<file path="src/rtl/tl_store_buffer_ctrl.sv">
// Store buffer for the TL stage: queues word stores, drains them to the data-cache
// write port when loads allow, and forwards the youngest matching store to TL loads.
module tl_store_buffer_ctrl #(
    parameter int unsigned DEPTH = 4
) (
    input  logic        clk_i,
    input  logic        rsn_i,
    input  logic        tl_valid_i,
    input  logic        tl_is_store_i,
    input  logic        tl_is_load_i,
    input  logic [31:0] tl_cache_addr_i,
    input  logic [31:0] tl_store_data_i,
    output logic        sb_stall_o,
    output logic        ld_fwd_hit_o,
    output logic [31:0] ld_fwd_data_o,
    output logic        cache_wr_req_o,
    output logic [31:0] cache_wr_addr_o,
    output logic [31:0] cache_wr_data_o,
    input  logic        cache_wr_gnt_i,
    output logic        sb_empty_o
);

    localparam int unsigned PTR_W = $clog2(DEPTH);
    localparam int unsigned CNT_W = PTR_W + 1;

    typedef struct packed {
        logic [29:0] addr;
        logic [31:0] data;
    } sb_entry_t;

    sb_entry_t              mem_q [DEPTH];
    logic [PTR_W-1:0]       head_q;
    logic [PTR_W-1:0]       tail_q;
    logic [CNT_W-1:0]       count_q;

    logic                   full_c;
    logic                   empty_c;
    logic                   tl_store_c;
    logic                   tl_load_c;
    logic                   push_c;
    logic                   pop_c;
    logic [PTR_W-1:0]       fwd_idx_c;
    logic [1:0]             addr_lsb_unused;

    assign addr_lsb_unused = tl_cache_addr_i[1:0];

    assign full_c     = (count_q == CNT_W'(DEPTH));
    assign empty_c    = (count_q == '0);
    assign tl_store_c = tl_valid_i & tl_is_store_i;
    assign tl_load_c  = tl_valid_i & tl_is_load_i;

    // A full buffer wins over loads so stores cannot starve behind load traffic.
    assign cache_wr_req_o  = ~empty_c & (~tl_load_c | full_c);
    assign cache_wr_addr_o = {mem_q[head_q].addr, 2'b00};
    assign cache_wr_data_o = mem_q[head_q].data;

    assign push_c     = tl_store_c & ~full_c;
    assign pop_c      = cache_wr_req_o & cache_wr_gnt_i;
    assign sb_stall_o = tl_store_c & full_c;
    assign sb_empty_o = empty_c;

    // Scan oldest to youngest so the last match (closest to tail) wins.
    always_comb begin
        ld_fwd_hit_o  = 1'b0;
        ld_fwd_data_o = '0;
        fwd_idx_c     = '0;
        for (int i = 0; i < DEPTH; i++) begin
            fwd_idx_c = head_q + PTR_W'(i);
            if (tl_load_c && (CNT_W'(i) < count_q) &&
                (mem_q[fwd_idx_c].addr == tl_cache_addr_i[31:2])) begin
                ld_fwd_hit_o  = 1'b1;
                ld_fwd_data_o = mem_q[fwd_idx_c].data;
            end
        end
    end

    // Storage is cleared on reset so the write-port outputs read zero out of reset.
    always_ff @(posedge clk_i or negedge rsn_i) begin
        if (!rsn_i) begin
            head_q  <= '0;
            tail_q  <= '0;
            count_q <= '0;
            for (int i = 0; i < DEPTH; i++) begin
                mem_q[i] <= '0;
            end
        end else begin
            if (push_c) begin
                mem_q[tail_q] <= '{addr: tl_cache_addr_i[31:2], data: tl_store_data_i};
                tail_q        <= tail_q + PTR_W'(1);
            end
            if (pop_c) begin
                head_q <= head_q + PTR_W'(1);
            end
            case ({push_c, pop_c})
                2'b10:   count_q <= count_q + CNT_W'(1);
                2'b01:   count_q <= count_q - CNT_W'(1);
                default: count_q <= count_q;
            endcase
        end
    end

endmodule

</file>
<file path="config.mk">
export PLATFORM = sky130hd
export DESIGN_NAME = tl_store_buffer_ctrl
export DESIGN_NICKNAME = d
export VERILOG_FILES = /design/src/rtl/tl_store_buffer_ctrl.sv
export SDC_FILE = /design/constraint.sdc
export NUM_CORES = 1
export LEC_CHECK = 0
export CORE_MARGIN = 4
export CORE_UTILIZATION = 40
export DETAILED_ROUTE_END_ITERATION = 10
export SYNTH_ARGS = -nofsm -noshare
export SYNTH_HDL_FRONTEND = slang
export SYNTH_SLANG_ARGS = --single-unit
</file>
<file path="constraint.sdc">
create_clock -name clk_i -period 7.7 [get_ports clk_i]
set_input_delay 1.54 -clock clk_i [delete_from_list [all_inputs] [get_ports clk_i]]
set_output_delay 1.54 -clock clk_i [all_outputs]
set_load 0.02 [all_outputs]
</file>
==> metrics.cfg, run 1 <==
[routing]
wirelength_um = 52900
dr_total_vias = 14100
wl_per_cell_um = 22.1
routed_via_density = 5.87
drc = 0
final_antenna_net_count = 0
dr.pass1.iters = 7
first_iter_violations = 994

[timing]
period_minus_slack_ns = 7.31
tightest_slew_ns = 1.11
setup_viol = 0
drv_slew = 0
fmax_ghz = 0.137
slew_headroom = 0.259
fin_crit_sh = 0.949
hold_violations = 0
rsz0062_at_grt = false
fin_skew_ns = 0.0286
final.setup.tns_ns = 0

[worst_setup_path]
r2r_slack_ns = 4.52
slowest_delay_ns = 0.72
cp-endpoint = ld_fwd_data_o[12]
worst-r2r-cell-count = 6
path_depth = 13
cp-start-kind = primary input
cp_cell_sequence = clkdlybuf4s50_1 -> clkinv_1 -> xnor2_1 -> nor4_1 -> nand3_1 -> nor4_4 -> buf_4 -> xnor2_2 -> buf_4 -> nand2_1 -> nand3_1 -> o211ai_1 -> clkdlybuf4s50_1
endpoint_kind = primary output
worst_path_max_delay_cell = clkdlybuf4s50_1
r2r-end = mem_q[0]
path_delay_family = buffers and inverters
crit_type = in2out
crit_start = tl_cache_addr_i[5]
critPathRequiredTime_ns = 6.16
cp_data_arrival_time_ns = 5.77
timing.critical_path.buf_inv = 5
path_max_fanout = 15
r2r-start = count_q[0]

[clock_network]
insertion_delay_ns = 0.55
post_cts_buffers = 0
postCtsHoldBufs = 0
cts_resized = 0
cts_root_buf = clkbuf_16
clock-sinks = 255
htreeDepth = 2
cts_tree = yes
clk_path_buf_depth = 3
path_clk_slew_ns = 0.06
numCtsBuffers = 34

[power_and_ir_drop]
max-vdd-ir-drop_v = 0.000324
p_per_area_nw_per_um2 = 502
p_leak_nw = 8.73

[global_route]
grt_max_degree = 192
grt_pass1_vias = 14000
gr-total-overflow = 0
grt_usage = 0.217
antenna_found_initial = 2
grt_first_pass_wirelength_um = 82300

[yosys]
ys_seq_area_frac = 0.353
syn_area_per_cell_um2 = 10.6
async_flop_share = 1.00
synth_ff_type = dfrtp_1
ys_ff_latch = 255
syn_inst = 1703
synth-edff-count = 0
ys_types = 65
ys_warn_count = 0
netlist_area_um2 = 18100

[floorplanning]
die_w_um = 221
die_h_um = 221
io_pins = 170
die_area_um2 = 48700
coreArea_um2 = 44400
initial_core_util = 0.407
rows = 77

[placement]
dp_hpwl_um = 34800
dp_cells = 2335
place_congestion = 0.925
port_buffers = 165

[final_layout]
area_growth_pct = 17.3
fillers = 4066
drive_gt1_frac = 0.238
stdcell_count = 2398
fin_nets = 1858

[hold_path]
hold_class = reg2reg

[run]
maxCapViolations = 0

[run_status]
status = finished, final reports clean

==> registers in the layout (all words and copies together), names as in the netlist <==
name / cells
tail_q: 2
count_q: 3
mem_q: 248
head_q: 2
==> worst register-to-register path, cell delays in order, from the launching register on <==
cell	delay, ns
dfrtp_1	0.45
inv_1	0.09
ha_1	0.25
a21oi_1	0.86
nand2_4	0.46
buf_4	0.56
mux2_2	0.41
==> logic make-up (layout without fill, tap and decap cells) <==
| family | count (synthesis) | count (layout) | synth area share |
|---|---|---|---|
| other | 1 | 3 | 0.000207 |
| xor gates and xnor gates | 114 | 114 | 0.0552 |
| and+or+nand+nor | 358 | 358 | 0.0950 |
| buffers and inverters | 173 | 274 | 0.0479 |
| DFF | 255 | 255 | 0.353 |
| adders and majority gates | 9 | 9 | 0.00623 |
| AOI/OAI and AO/OA | 290 | 290 | 0.106 |
| muxes | 503 | 503 | 0.336 |
==> final cells by class <==
cell class	count	area, µm²	area share
flip-flops and latches	255	6390	0.301
inverters	15	58.8	0.00277
repair buffers	197	1960	0.0924
diodes	1	2.50	0.000118
well taps	592	741	0.0349
multi-input cells	1276	10900	0.513
clock inverters	6	82.6	0.00389
clock buffers	56	1100	0.0517
==> synthesized netlist by cell type (all sizes together), types with 35 or more instances <==
master	instances	area, µm²
dfrtp	255	6380
buf	95	574
xnor2	85	744
nand4	37	231
clkbuf	63	236
mux2	266	3000
nor2	64	240
a21oi	93	465
o21ai	48	240
mux2i	181	1830
nor3	35	175
nand2	124	465
mux4	56	1260
==> power breakdown <==
| part | switching (mW) | internal (mW) |
|---|---|---|
| registers | 0.687 | 2.01 |
| logic | 3.27 | 3.01 |
| clock network | 0.618 | 1.04 |
==> layer usage <==
layer  share of wire  up-vias  GRT usage  routed length [µm]
li1                -     6476          -                   -
met1            0.43     7089      0.286               22600
met2            0.48      431      0.359               25600
met3           0.065       86     0.0452                3450
met4           0.025        2     0.0674                1340
met5         0.00019        -          0                  10
==> per-stage QoR <==
step | area [µm²] | setup slack [ns] | total power [mW] | utilization | hold WS, ns
after global routing | 21200 | 0.0816 | 11.3 | 0.478 | 0.533
after floorplan | 18100 | 2.14 | 7.13 | - | 0.465
after detailed placement | 20000 | 0.495 | 8.97 | 0.451 | 0.496
after global placement | 20000 | 0.527 | 8.84 | 0.451 | 0.483
final | 21200 | 0.393 | 10.6 | 0.478 | 0.512
after CTS | 21200 | 0.472 | 10.7 | 0.478 | 0.510
==> placed cells by master, fill, tap and decap left out, drive strengths merged, types with 3 or more instances in the layout <==
cell type,Yosys,routed
a2111oi,6,6
a211o,20,20
a211oi,23,23
a21boi,7,7
a21oi,93,93
a221o,3,3
a221oi,5,5
a22oi,4,4
a31oi,4,4
a32oi,4,4
and2,5,5
buf,95,33
clkbuf,63,56
clkdlybuf4s50,0,164
clkinv,3,6
dfrtp,255,255
ha,9,9
inv,12,12
mux2,266,266
mux2i,181,181
mux4,56,56
nand2,124,124
nand2b,10,10
nand3,30,30
nand4,37,37
nor2,64,64
nor2b,28,28
nor3,35,35
nor4,11,11
o2111ai,13,13
o211ai,30,30
o21ai,48,48
o221ai,5,5
o22ai,6,6
or2,5,5
or4,3,3
xnor2,85,85
xor2,29,29
==> worst min-delay path by stage <==
stage	from	endpoint	slack (ns)	cells past startpoint
after floorplan	mem_q[166]	mem_q[166]	0.47	2
after global placement	mem_q[166]	mem_q[166]	0.48	2
after detailed placement	mem_q[166]	mem_q[166]	0.50	2
after CTS	mem_q[166]	mem_q[166]	0.51	2
after global routing	mem_q[166]	mem_q[166]	0.53	2
final	mem_q[166]	mem_q[166]	0.51	2
Power figures use the tool's default switching activity.
==> run 2: changes to the inputs <==
--- a/config.mk
+++ b/config.mk
@@ -8,6 +8,7 @@
 export CORE_MARGIN = 4
 export CORE_UTILIZATION = 40
 export DETAILED_ROUTE_END_ITERATION = 10
+export GPL_ROUTABILITY_DRIVEN = 0
 export SYNTH_ARGS = -nofsm -noshare
 export SYNTH_HDL_FRONTEND = slang
 export SYNTH_SLANG_ARGS = --single-unit
==> results of run 2 <==
No change in the layout: final DEF, timing and power equal those of run 1.
==> run 3: changes to the inputs <==
--- a/config.mk
+++ b/config.mk
@@ -5,6 +5,7 @@
 export SDC_FILE = /design/constraint.sdc
 export NUM_CORES = 1
 export LEC_CHECK = 0
+export ABC_AREA = 1
 export CORE_MARGIN = 4
 export CORE_UTILIZATION = 40
 export DETAILED_ROUTE_END_ITERATION = 10
==> metrics.cfg, run 3 <==
[run_status]
status = finished, final reports clean  ; unchanged

[timing]
final.setup.tns_ns = 0  ; unchanged
period_minus_slack_ns = 7.13  ; was 7.31 ns
fmax_ghz = 0.140  ; was 0.137 GHz
hold_violations = 0  ; unchanged
drv_slew = 0  ; unchanged
fin_crit_sh = 0.926  ; was 0.949
slew_headroom = 0.299  ; was 0.259
tightest_slew_ns = 1.05  ; was 1.11 ns
rsz0062_at_grt = false  ; unchanged
whs_ns = 0.485  ; was 0.512 ns
fin_skew_ns = 0.0163  ; was 0.0286 ns
setup_viol = 0  ; unchanged

[run]
maxCapViolations = 0  ; unchanged

[clock_network]
cts_resized = 0  ; unchanged
clock-sinks = 255  ; unchanged
clk_path_buf_depth = 3  ; unchanged
insertion_delay_ns = 0.60  ; was 0.55 ns
cts_tree = yes  ; unchanged
postCtsHoldBufs = 0  ; unchanged
post_cts_buffers = 0  ; unchanged
htreeDepth = 1  ; was 2
numCtsBuffers = 30  ; was 34
cts_root_buf = clkbuf_16  ; unchanged
path_clk_slew_ns = 0.06  ; about the same

[global_route]
grt_max_degree = 232  ; was 192
antenna_found_initial = 0  ; was 2
gr-total-overflow = 0  ; unchanged
grt_first_pass_wirelength_um = 102000  ; was 82300 µm
grt_usage = 0.238  ; was 0.217
grt_pass1_vias = 18300  ; was 14.0k

[yosys]
ys_seq_area_frac = 0.329  ; was 0.353
synth_most_common_cell = nand2_1  ; was mux2_2
yosys.area.top_type = dfrtp_1  ; unchanged
ys_ff_latch = 255  ; unchanged
ys_warn_count = 0  ; unchanged
synth_top_area_frac = 0.329  ; was 0.353
synth_area_leaders = dfrtp_1, nand2_1, o21ai_0  ; was dfrtp_1, mux2_2, mux2i_1
syn_area_per_cell_um2 = 6.07  ; was 10.6 µm²
async_flop_share = 1.00  ; unchanged
synth_compound_area_frac = 0.164  ; was 0.106
synthSimpleGateAreaFrac = 0.353  ; was 0.0950
syn_inst = 3191  ; was 1703
synth_top_family_by_area = simple AND/OR/NAND/NOR gates  ; was multiplexers
netlist_area_um2 = 19400  ; was 18100 µm²
synth_mux_area_frac = 0.0331  ; was 0.336
synth_ff_type = dfrtp_1  ; unchanged
synthAdderAreaFrac = 0.00581  ; was 0.00623
ys_top_cells_by_count = nand2_1, o21ai_0, inv_1, dfrtp_1, nand3_1  ; was mux2_2, dfrtp_1, mux2i_1, nand2_1, a21oi_1
ys_types = 29  ; was 65
synth_xor_xnor_area_share = 0.00724  ; was 0.0552
synth-edff-count = 0  ; unchanged

[routing]
final_antenna_net_count = 0  ; unchanged
first_iter_violations = 1680  ; was 994
wl_per_cell_um = 16.7  ; was 22.1 µm
routed_via_density = 5.27  ; was 5.87
dr_total_vias = 20300  ; was 14.1k
wirelength_um = 64400  ; was 52900 µm
drc = 0  ; unchanged
dr.pass1.iters = 6  ; was 7

[worst_setup_path]
path_delay_family = buffers and inverters  ; unchanged
timing.critical_path.buf_inv = 3  ; was 5
r2r-end = mem_q[42]  ; was mem_q[0]
cp_data_arrival_time_ns = 5.59  ; was 5.77 ns
cpMostUsedCell = nand2_1
r2r-start = count_q[0]  ; unchanged
path_max_fanout = 72  ; was 15
cp_cell_sequence = clkinv_2 -> nand2_2 -> nand2_4 -> o21ai_0 -> o22ai_1 -> nor2_1 -> nand2_1 -> nor2_1 -> nand2_1 -> nor2_4 -> buf_12 -> o211ai_1 -> nand2_1 -> clkdlybuf4s50_1  ; was clkdlybuf4s50_1 -> clkinv_1 -> xnor2_1 -> nor4_1 -> nand3_1 -> nor4_4 -> buf_4 -> xnor2_2 -> buf_4 -> nand2_1 -> nand3_1 -> o211ai_1 -> clkdlybuf4s50_1
worst-r2r-cell-count = 7  ; was 6
cp-start-kind = flip-flop  ; was primary input
crit_start = head_q[0]  ; was tl_cache_addr_i[5]
endpoint_kind = primary output  ; unchanged
worst_path_max_delay_cell = dfrtp_4  ; was clkdlybuf4s50_1
path_depth = 14  ; was 13
slowest_delay_ns = 0.81  ; was 0.72 ns
cp-endpoint = ld_fwd_data_o[3]  ; was ld_fwd_data_o[12]
crit_type = reg2out  ; was in2out
r2r_slack_ns = 4.44  ; was 4.52 ns
critPathRequiredTime_ns = 6.16  ; about the same

[floorplanning]
initial_core_util = 0.405  ; was 0.407
die_w_um = 228  ; was 221 µm
rows = 80  ; was 77
die_area_um2 = 52000  ; was 48700 µm²
io_pins = 170  ; unchanged
coreArea_um2 = 47800  ; was 44400 µm²
die_h_um = 228  ; was 221 µm

[final_layout]
drive_gt1_frac = 0.0309  ; was 0.238
final_common_cell = nand2_1  ; was mux2_2
fin_nets = 3298  ; was 1858
top_register = mem_q  ; unchanged
post-route-util = 0.462  ; was 0.478
area_growth_pct = 14.2  ; was 17.3%
n_antenna_cell = 0  ; was 1
stdcell_count = 3856  ; was 2398
largest_register_ffs = 248  ; unchanged
top_regs = mem_q: 248 flops, count_q: 3 flops  ; unchanged
layout_common_cells = nand2_1, o21ai_0, inv_1  ; was mux2_2, dfrtp_1, mux2i_1

[placement]
dp_hpwl_um = 42800  ; was 34800 µm
port_buffers = 165  ; unchanged
dp_cells = 3802  ; was 2335

[power_and_ir_drop]
power_mw = 10.8  ; was 10.6 mW
p_leak_nw = 11.7  ; was 8.73 nW
max-vdd-ir-drop_v = 0.000311  ; was 0.000324 V
p_per_area_nw_per_um2 = 488  ; was 502 nW/µm²

[hold_path]
hold_class = reg2reg  ; unchanged

run 3: changes by cell type in the layout (fill, tap and decap cells not counted), moves of 50 or more:
cell / before / now
a21oi_1: 93 / 43
mux4_2: 56 / 0
nand3_1: 30 / 181
o21ai_0: 46 / 511
mux2_2: 266 / 0
mux2i_1: 179 / 64
xnor2_1: 84 / 2
inv_1: 11 / 285
nand2_1: 120 / 1453
run 3: per-layer routing:
layer  vias up  share of wire  GRT usage
li1      10100              -          -
met5         -              0          0
met4         0          0.024     0.0608
met3       105          0.065     0.0257
met2       675           0.46      0.395
met1      9428           0.45      0.333
run 3: worst min path at each step:
stage | slack [ns] | startpoint | depth (start not counted) | endpoint
after floorplan | 0.45 | mem_q[0] | 2 | mem_q[0]
after global placement | 0.47 | mem_q[8] | 2 | mem_q[8]
after detailed placement | 0.47 | mem_q[2] | 2 | mem_q[2]
after CTS | 0.49 | mem_q[14] | 2 | mem_q[14]
after global routing | 0.50 | mem_q[17] | 2 | mem_q[17]
final | 0.48 | mem_q[176] | 2 | mem_q[176]
run 3: logic make-up (layout without fill, tap and decap cells):
| kind of cell | Yosys count | count (layout) |
|---|---|---|
| XOR/XNOR | 16 | 16 |
| buffers and inverters | 488 | 537 |
| AND/OR/NAND/NOR | 1746 | 1746 |
| multiplexers | 64 | 64 |
| flip-flops | 255 | 255 |
| AO/OA/AOI/OAI | 612 | 612 |
| other | 1 | 2 |
| adder cells (fa/ha/maj) | 9 | 9 |
run 3: metrics by stage:
stage	setup WS [ns]	cell area, µm²
floorplan	3.10	19400
global placement	1.21	21100
detailed placement	1.20	21100
CTS	0.553	22100
global route	0.0515	22100
finish	0.566	22100
run 3: report_power, final:
part / total, mW / switching, mW / internal (mW)
combinational: 6.79 / 4.51 / 2.28
clock: 1.49 / 0.607 / 0.880
sequential: 2.50 / 0.525 / 1.98
total: 10.8 / 5.65 / 5.14
run 3: area by class of cell:
| cell class | count | area, µm² |
|---|---|---|
| Sequential cell | 255 | 6390 |
| Fill cell | 4935 | 25700 |
| Inverter | 299 | 1130 |
| Clock inverter | 8 | 121 |
| Clock buffer | 46 | 911 |
| Timing Repair Buffer | 184 | 1840 |
| Tap cell | 615 | 769 |
| Multi-Input combinational cell | 2449 | 11000 |
run 3: tightest hold or removal path: cells and delay by family, from the launching register on:
family	cells	cell delay (ns)
flops	1	0.34
compound gates	1	0.06
simple gates	1	0.05
